==> config.mk <==
export PLATFORM = sky130hd
export DESIGN_NAME = trace_uart_tx_flat
export DESIGN_NICKNAME = d
export VERILOG_FILES = /design/src/rtl/trace_pkg.sv /design/src/rtl/trace_uart_tx_if.sv /design/src/rtl/trace_fifo.sv /design/src/rtl/trace_uart_tx.sv /design/src/flat_wrapper.sv
export SDC_FILE = /design/constraint.sdc
export NUM_CORES = 1
export LEC_CHECK = 0
export CAP_MARGIN = 10
export CORE_ASPECT_RATIO = 1.2
export CORE_MARGIN = 10
export CORE_UTILIZATION = 25
export CTS_CLUSTER_SIZE = 24
export DETAILED_ROUTE_END_ITERATION = 10
export PLACE_DENSITY = 0.44
export SLEW_MARGIN = 25
export SYNTH_ARGS = -nofsm -noshare
export SYNTH_HDL_FRONTEND = slang
export SYNTH_SLANG_ARGS = --single-unit
==> constraint.sdc <==
create_clock -name clk_in -period 11.1 [get_ports clk_in]
set_clock_uncertainty 0.2 [all_clocks]
set_input_delay 2.775 -clock clk_in [delete_from_list [all_inputs] [get_ports clk_in]]
set_output_delay 2.775 -clock clk_in [all_outputs]
set_load 0.02 [all_outputs]
==> src/rtl/trace_pkg.sv <==
// Shared constants, frame helpers and FSM encoding for the trace UART transmitter.
package trace_pkg;

    localparam logic [7:0] SYNC_BYTE_DEFAULT = 8'hA5;
    localparam int FRAME_BYTES = 9;
    localparam int FRAME_BITS  = FRAME_BYTES * 8;
    localparam int REC_WIDTH   = 64;

    typedef enum logic [1:0] {
        ST_IDLE,
        ST_START,
        ST_DATA,
        ST_STOP
    } tx_state_t;

    // A frame is the sync byte followed by the {pc, inst} record, most significant byte first.
    function automatic logic [FRAME_BITS-1:0] build_frame(input logic [7:0] sync,
                                                          input logic [REC_WIDTH-1:0] rec);
        return {sync, rec};
    endfunction

endpackage

==> src/rtl/trace_uart_tx_if.sv <==
// Capture-side bundle: the retired-instruction strobe, its pc/inst and the capture gate.
interface trace_uart_tx_if;

    logic        trace_valid;
    logic [31:0] pc;
    logic [31:0] inst;
    logic        enable;

    modport master (output trace_valid, pc, inst, enable);
    modport slave  (input  trace_valid, pc, inst, enable);

endinterface

==> src/rtl/trace_fifo.sv <==
// Small synchronous FIFO with extra-MSB pointers so full and empty fall out of a compare.
module trace_fifo #(
    parameter int WIDTH = 64,
    parameter int DEPTH = 8
) (
    input  logic             clk_in,
    input  logic             reset,
    input  logic             push,
    input  logic             pop,
    input  logic [WIDTH-1:0] din,
    output logic [WIDTH-1:0] dout,
    output logic             full,
    output logic             empty
);

    localparam int AW = $clog2(DEPTH);
    localparam logic [AW:0] PTR_ONE = {{AW{1'b0}}, 1'b1};

    logic [AW:0]      wr_ptr;
    logic [AW:0]      rd_ptr;
    logic [WIDTH-1:0] mem [DEPTH];

    // Advance the read and write pointers; the caller never pushes into a full FIFO without a pop.
    always_ff @(posedge clk_in or negedge reset) begin
        if (!reset) begin
            wr_ptr <= '0;
            rd_ptr <= '0;
        end else begin
            if (push) wr_ptr <= wr_ptr + PTR_ONE;
            if (pop)  rd_ptr <= rd_ptr + PTR_ONE;
        end
    end

    // Storage needs no reset: an entry is only read after it has been written.
    always_ff @(posedge clk_in) begin
        if (push) mem[wr_ptr[AW-1:0]] <= din;
    end

    assign dout  = mem[rd_ptr[AW-1:0]];
    assign empty = (wr_ptr == rd_ptr);
    assign full  = (wr_ptr[AW] != rd_ptr[AW]) && (wr_ptr[AW-1:0] == rd_ptr[AW-1:0]);

endmodule

==> src/rtl/trace_uart_tx.sv <==
// Captures retired (pc, inst) records and streams them as 9-byte 8N1 UART frames.
module trace_uart_tx
    import trace_pkg::*;
#(
    parameter int          CLKS_PER_BIT = 868,
    parameter int          FIFO_DEPTH   = 8,
    parameter int          MAX_RECORDS  = 10000,
    parameter logic [7:0]  SYNC_BYTE    = SYNC_BYTE_DEFAULT
) (
    input  logic               clk_in,
    input  logic               reset,
    trace_uart_tx_if.slave     trc,
    output logic               tx,
    output logic               busy,
    output logic               overflow,
    output logic [15:0]        drop_cnt,
    output logic [15:0]        rec_cnt
);

    localparam logic [15:0] BAUD_RELOAD = 16'(CLKS_PER_BIT - 1);
    localparam logic [15:0] REC_LIMIT   = 16'(MAX_RECORDS);
    localparam logic [3:0]  LAST_BYTE   = 4'(FRAME_BYTES - 1);

    tx_state_t             state;
    logic [15:0]           baud_cnt;
    logic [2:0]            bit_idx;
    logic [3:0]            byte_idx;
    logic [FRAME_BITS-1:0] shift_reg;

    logic                  fifo_full;
    logic                  fifo_empty;
    logic                  fifo_push;
    logic                  fifo_pop;
    logic [REC_WIDTH-1:0]  fifo_dout;
    logic                  accept;
    logic                  drop;
    logic                  bit_end;
    logic [7:0]            cur_byte;
    logic [2:0]            next_bit;

    trace_fifo #(
        .WIDTH (REC_WIDTH),
        .DEPTH (FIFO_DEPTH)
    ) u_fifo (
        .clk_in (clk_in),
        .reset  (reset),
        .push   (fifo_push),
        .pop    (fifo_pop),
        .din    ({trc.pc, trc.inst}),
        .dout   (fifo_dout),
        .full   (fifo_full),
        .empty  (fifo_empty)
    );

    // Decide push/pop/drop for this edge; a pop frees a slot so a full FIFO can still take a record.
    always_comb begin
        bit_end  = (baud_cnt == 16'd0);
        cur_byte = shift_reg[FRAME_BITS-1 -: 8];
        next_bit = bit_idx + 3'd1;
        fifo_pop = !fifo_empty &&
                   ((state == ST_IDLE) ||
                    (state == ST_STOP && bit_end && byte_idx == LAST_BYTE));
        accept    = trc.trace_valid && trc.enable && (rec_cnt < REC_LIMIT);
        fifo_push = accept && (!fifo_full || fifo_pop);
        drop      = accept && fifo_full && !fifo_pop;
    end

    assign busy = !fifo_empty || (state != ST_IDLE);

    // Track accepted and dropped records; the drop counter saturates rather than wrapping.
    always_ff @(posedge clk_in or negedge reset) begin
        if (!reset) begin
            rec_cnt  <= 16'd0;
            drop_cnt <= 16'd0;
            overflow <= 1'b0;
        end else begin
            if (fifo_push) rec_cnt <= rec_cnt + 16'd1;
            if (drop) begin
                overflow <= 1'b1;
                if (drop_cnt != 16'hFFFF) drop_cnt <= drop_cnt + 16'd1;
            end
        end
    end

    // UART framing FSM: start bit, eight data bits LSB first, stop bit; frames chain back to back.
    always_ff @(posedge clk_in or negedge reset) begin
        if (!reset) begin
            state     <= ST_IDLE;
            baud_cnt  <= 16'd0;
            bit_idx   <= 3'd0;
            byte_idx  <= 4'd0;
            shift_reg <= '0;
            tx        <= 1'b1;
        end else begin
            case (state)
                ST_IDLE: begin
                    tx <= 1'b1;
                    if (fifo_pop) begin
                        shift_reg <= build_frame(SYNC_BYTE, fifo_dout);
                        byte_idx  <= 4'd0;
                        baud_cnt  <= BAUD_RELOAD;
                        tx        <= 1'b0;
                        state     <= ST_START;
                    end
                end
                ST_START: begin
                    if (bit_end) begin
                        baud_cnt <= BAUD_RELOAD;
                        bit_idx  <= 3'd0;
                        tx       <= cur_byte[0];
                        state    <= ST_DATA;
                    end else begin
                        baud_cnt <= baud_cnt - 16'd1;
                    end
                end
                ST_DATA: begin
                    if (bit_end) begin
                        baud_cnt <= BAUD_RELOAD;
                        if (bit_idx == 3'd7) begin
                            tx    <= 1'b1;
                            state <= ST_STOP;
                        end else begin
                            bit_idx <= next_bit;
                            tx      <= cur_byte[next_bit];
                        end
                    end else begin
                        baud_cnt <= baud_cnt - 16'd1;
                    end
                end
                ST_STOP: begin
                    if (bit_end) begin
                        baud_cnt <= BAUD_RELOAD;
                        if (byte_idx != LAST_BYTE) begin
                            byte_idx  <= byte_idx + 4'd1;
                            shift_reg <= {shift_reg[FRAME_BITS-9:0], 8'h00};
                            tx        <= 1'b0;
                            state     <= ST_START;
                        end else if (fifo_pop) begin
                            shift_reg <= build_frame(SYNC_BYTE, fifo_dout);
                            byte_idx  <= 4'd0;
                            tx        <= 1'b0;
                            state     <= ST_START;
                        end else begin
                            tx    <= 1'b1;
                            state <= ST_IDLE;
                        end
                    end else begin
                        baud_cnt <= baud_cnt - 16'd1;
                    end
                end
                default: begin
                    tx    <= 1'b1;
                    state <= ST_IDLE;
                end
            endcase
        end
    end

endmodule

==> src/flat_wrapper.sv <==
// flat-port wrapper written by rule: the top's interface ports become plain ports
module trace_uart_tx_flat import trace_pkg::*;
#(
    parameter int          CLKS_PER_BIT = 868,
    parameter int          FIFO_DEPTH   = 8,
    parameter int          MAX_RECORDS  = 10000,
    parameter logic [7:0]  SYNC_BYTE    = SYNC_BYTE_DEFAULT
)
  (clk_in, reset, tx, busy, overflow, drop_cnt, rec_cnt, trc_trace_valid, trc_pc, trc_inst, trc_enable);
  trace_uart_tx_if trc_i ();
  input  logic clk_in;
  input  logic reset;
  output logic tx;
  output logic busy;
  output logic overflow;
  output logic [15:0] drop_cnt;
  output logic [15:0] rec_cnt;
  input wire logic [$bits(trc_i.trace_valid)-1:0] trc_trace_valid;
  input wire logic [$bits(trc_i.pc)-1:0] trc_pc;
  input wire logic [$bits(trc_i.inst)-1:0] trc_inst;
  input wire logic [$bits(trc_i.enable)-1:0] trc_enable;
  assign trc_i.trace_valid = trc_trace_valid;
  assign trc_i.pc = trc_pc;
  assign trc_i.inst = trc_inst;
  assign trc_i.enable = trc_enable;
  trace_uart_tx #(.CLKS_PER_BIT(CLKS_PER_BIT), .FIFO_DEPTH(FIFO_DEPTH), .MAX_RECORDS(MAX_RECORDS), .SYNC_BYTE(SYNC_BYTE)) u_core (.clk_in(clk_in), .reset(reset), .trc(trc_i), .tx(tx), .busy(busy), .overflow(overflow), .drop_cnt(drop_cnt), .rec_cnt(rec_cnt));
endmodule
# After elaboration in Yosys (flattened, before gate mapping)
# Memories as Yosys holds them, arrays and structs flattened.
# Cells that the tools add are included.
# Widths: inputs -> output; s select.
classes:
  eq_ne: 16
  add_sub_neg: 7
  n_lt_le_gt_ge: 2
  reduce_logical: 26
  muxes: 34
ops:
  columns: ["cell", "count"]
  rows:
  - ["$mux 72", 3]
  - ["$pmux 72 s2", 1]
  - ["$add 16x1->16 const B", 2]
  - ["$mux 16", 2]
  - ["$pmux 16 s2", 1]
  - ["$logic_not 16->1", 1]
  - ["$lt 16x14->1 const B", 1]
  - ["$ne 16x16->1 const B", 1]
  - ["$sub 16x1->16 const B", 1]
  - ["$add 4x1->4 const B", 3]
  - ["$mux 2", 6]
  - ["$mux 4", 3]
  - ["$mux 1", 10]
  - ["$ne 2x1->1 const B", 5]
  - ["$logic_and 1x1->1", 9]
  - ["$mux 3", 3]
  - ["$pmux 2 s4", 1]
  - ["$pmux 4 s2", 1]
  - ["$pmux 3 s2", 1]
  - ["$reduce_bool 2->1", 3]
  - ["$reduce_and 5->1", 1]
  - ["$eq 2x2->1 const B", 2]
  - ["$eq 4x4->1", 1]
  - ["$eq 4x4->1 const B", 1]
  - ["other kinds (17)", 22]
word_totals:
  ramBits: 512
  mem_count: 1
  ff_bits: 139
  elab_cells: 97
  in_bits: 68
mem_list:
  columns: ["name", "words", "width", "rd", "rd_clocked_by_memory_dff", "wr", "line", "rtl"]
  rows:
  - ["u_core.u_fifo.mem", 8, 64, 1, 0, 1, "trace_fifo.sv:21", "logic [WIDTH-1:0] mem [DEPTH];"]

# Depth between registers and ports, before layout
logic_depth:
  ltp_word: 9
  depth_mapped: 9

# Modules after synthesis
# From an unflattened synthesis, not the netlist that was laid out.
hier_totals:
  cells_unflattened: 1387
  hier_area_um2: 25673.4
by_module_without_submodules:
  columns: ["mod", "n_inst", "area_each_um2", "cells_each"]
  rows:
  - ["trace_fifo", 1, 19647.6, 784]
  - ["trace_uart_tx", 1, 6025.8, 603]

# Worst setup path before layout
# No wires, ideal clock.
synth_timing:
  path_type: "input -> register"
  startpoint: "input trc_trace_valid"
  endpoint: "memory u_core.u_fifo.mem[0][0], enable pin"
  path_stages: 4
  setup_slack_ps: 822
  arrival_ps: 9433
  setup_ps: 644
  cell_sequence: "nand3_1 > a21oi_1 > nand2_2 > nor4_1"
synth_between:
  elab_chain_cells: 5
synth_lines:
  columns: ["item", "line", "rtl"]
  rows:
  - ["from (decl)", "flat_wrapper.sv:18", "input wire logic [$bits(trc_i.trace_valid)-1:0] trc_trace_valid;"]
  - ["$logic_and 1x1->1 (2 in a row)", "trace_uart_tx.sv:63", "accept = trc.trace_valid && trc.enable && (rec_cnt < REC_LIMIT);"]
  - ["$logic_and 1x1->1", "trace_uart_tx.sv:64", "fifo_push = accept && (!fifo_full || fifo_pop);"]
  - ["$mux 1", "trace_fifo.sv:36", "if (push) mem[wr_ptr[AW-1:0]] <= din;"]
  - ["$mux 1 (not written as such)", "trace_fifo.sv:36", null]
  - ["to (decl)", "trace_fifo.sv:21", null]
# Every way passes these cells.

# Final worst setup path
layout_timing:
  startpoint: "register u_core.u_fifo.rd_ptr[1]"
  endpoint: "output busy"
layout_between:
  elab_chain_cells: 3
layout_lines:
  columns: ["item", "line", "rtl"]
  rows:
  - ["from (decl)", "trace_fifo.sv:20", "logic [AW:0] rd_ptr;"]
  - ["from (signal assigned)", "trace_fifo.sv:30", "if (pop) rd_ptr <= rd_ptr + PTR_ONE;"]
  - ["$eq 4x4->1", "trace_fifo.sv:40", "assign empty = (wr_ptr == rd_ptr);"]
  - ["$logic_not 1->1", "trace_uart_tx.sv:68", "assign busy = !fifo_empty || (state != ST_IDLE);"]
  - ["$logic_or 1x1->1", "trace_uart_tx.sv:68", null]
  - ["to (decl)", "flat_wrapper.sv:14", "output logic busy;"]
# Every way passes these cells.

==> results.cfg <==
[outcome]
status = finished clean

[logic_synthesis]
ys_seq_area_share_pct = 72.1
synth-async-reset-ratio_pct = 21.4
synth_simple_gate_area_share_pct = 5.58
synth_top_family_by_area = multiplexers
synth_top_area_share_pct = 58.8
synthDistinctLibCells = 68
synth_warnings = 0
syn_nets = 1490
ys.flop_type = edfxtp_1
syn_area_um2 = 26200
synth-adder-area-share_pct = 0.670
synth-edff-count = 512
synthCells = 1408
avgSynthCellArea_um2 = 18.6
yosysTopAreaCell = edfxtp_1
synth_xor_area_share_pct = 1.51
synth_mux_area_share_pct = 14.0
synth-seq-cells = 651
synth.area.top_cells = edfxtp_1, dfrtp_1, mux4_2
synth-compound-area-share_pct = 4.56

[sta]
setup_violations = 0
post-route-period-util_pct = 57.3
tightest_slew_ps = 1040
max_freq_mhz = 157
relSlewSlack_pct = 30.9
rsz0062_at_grt = no
period_minus_slack_ps = 6370
fin_setup_tns_ps = 0
slew_violations = 0
finalHoldViolCount = 0
whs_ps = 204

[routing]
vias = 13332
viasPerCell = 4.50
ant_nets = 0
wl_met2_um = 33500
top_layer = met5
wirelength_um = 63900
drt-initial-drc-count = 765
drt-met1-wl_um = 26200
drt_first_pass_iters = 4
routedWlPerCell_um = 21.6
drc = 0
met3WireLength_um = 2770

[clock_network]
ctsHoldBuffers = 0
cts_max_path_buffers = 3
clock-sinks = 651
root_buffer = clkbuf_16
htreeDepth = 3
post_cts_buffers = 0
cts.clk_slew.worst_paths_ps = 70
ctsResizeCount = 0
cts_tree = built
numCtsBuffers = 73
clkLatencyLatePin_ps = 620

[global_routing]
grt_pass1_vias = 14571
grt_pass1_wl_um = 96600
antenna_found_initial = 10
grt_max_degree = 80
grt_util_all_layers_pct = 10.8
globalRoute.totalOverflow = 0

[worst_setup_path]
slowest_delay_ps = 880
crit_type = reg2out
path_buf_inv = 2
path_delay_family = buffers and inverters
crit_arrival_ps = 3390
end_kind = output port
crit_chain = xor2_1 > nor4_4 > buf_4 > nand2_1 > clkdlybuf4s50_1
slowest_stage = dfrtp_4
worst-path-max-fanout = 43
cp.required_ps = 8120
startpoint_type = register

[layout]
area_growth_pct = 19.1
largest_reg_flops = 512
final_common_cell = edfxtp_1
drive_gt1_share_pct = 22.1
nNetsFinal = 1615
layout_common_cells = edfxtp_1, dfrtp_1, mux4_2, clkdlybuf4s50_1, nor2_1
final_util_pct = 30.1
n_antenna_cell = 0

[die]
chipWidth_um = 315
dieArea_um2 = 118000
die_h_um = 374
start_util_pct = 25.3
ios = 103
row_count = 129
core_area_um2 = 103000

[min_path]
hp-class = reg2reg

[power]
power_density_nw_per_um2 = 244
power_leakage_uw = 0.0103
max-vdd-ir-drop_mv = 0.115

[place]
dpl.hpwl_um = 37000
io_buffers = 102
gp_congestion = 0.708

[run]
max_cap_violations = 0
==> final timing paths <==
check,startpoint,end,slack (ps),depth (start not counted)
setup / recovery,u_core.u_fifo.rd_ptr[1]$_DFFE_PN0N_,busy,4730,5
hold / removal,u_core.rec_cnt[14]$_DFFE_PN0P_,u_core.rec_cnt[14]$_DFFE_PN0P_,200,0
setup reg to reg,u_core.state[0]$_DFFE_PN0P_,u_core.u_fifo.mem[3][49]$_DFFE_PP_,6460,7
hold reg to reg,u_core.rec_cnt[14]$_DFFE_PN0P_,u_core.rec_cnt[14]$_DFFE_PN0P_,200,0
max in group asynchronous,reset,u_core.u_fifo.rd_ptr[3]$_DFFE_PN0N_,7380,2
min in group asynchronous,reset,u_core.bit_idx[1]$_DFFE_PN0P_,2010,1
==> area by class of cell <==
cell class / instances / area [µm²]
clock inverter: 37 / 360
clock buffer: 91 / 1970
tap: 1375 / 1720
fill: 10098 / 72300
inverter: 14 / 53.8
timing repair buffer: 129 / 1250
multi-input combinational: 664 / 6950
sequential: 651 / 18900
==> Yosys cell counts (all sizes together), types with 17 or more instances <==
cell and n:
dfrtp 138, clkbuf 43, nand4 17, edfxtp 512
a22o 18, nand2 20, mux4 130, mux2i 58
nor2 83, nand3 22, a211oi 65, buf 36
nor3 68, xnor2 33
==> worst reg2reg max path: cells and delay by family (launching register included) <==
kind	cells	cell delay, ps
fa+ha+maj	1	620
flops	1	430
simple gates	2	1200
buf+inv	3	1370
compound gates	1	400
==> per-layer routing <==
| metal | track usage, % | vias to the layer above |
|---|---|---|
| met4 | 3.64 | 10 |
| li1 | - | 5934 |
| met1 | 12.8 | 7048 |
| met3 | 2.19 | 104 |
| met2 | 19.1 | 236 |
| met5 | 0 | - |
==> report_power, final <==
group	leakage (µW)	switching (µW)	internal, µW
registers	0.00629	265	2970
clock network	0.00114	973	1380
logic	0.00285	1110	913
total	0.0103	2340	5260
==> logic make-up after synthesis <==
family,after synthesis
fa+ha+maj,14
mux,202
simple gates,271
xor+xnor,45
buf+inv,93
flops,651
compound gates,132
==> stage by stage <==
stage / cells / cell area, µm² / setup WS, ps / total power, µW
2_1_floorplan: 1408 / 26200 / 822 / 4710
3_3_place_gp: 2832 / 28800 / 4750 / 5350
3_5_place_dp: 2832 / 28800 / 4780 / 5380
4_1_cts: 2960 / 31100 / 4610 / 7780
5_1_grt: 2961 / 31200 / 4520 / 8030
6_report: 2961 / 31200 / 4730 / 7600
(Power assumes the default switching activity.)
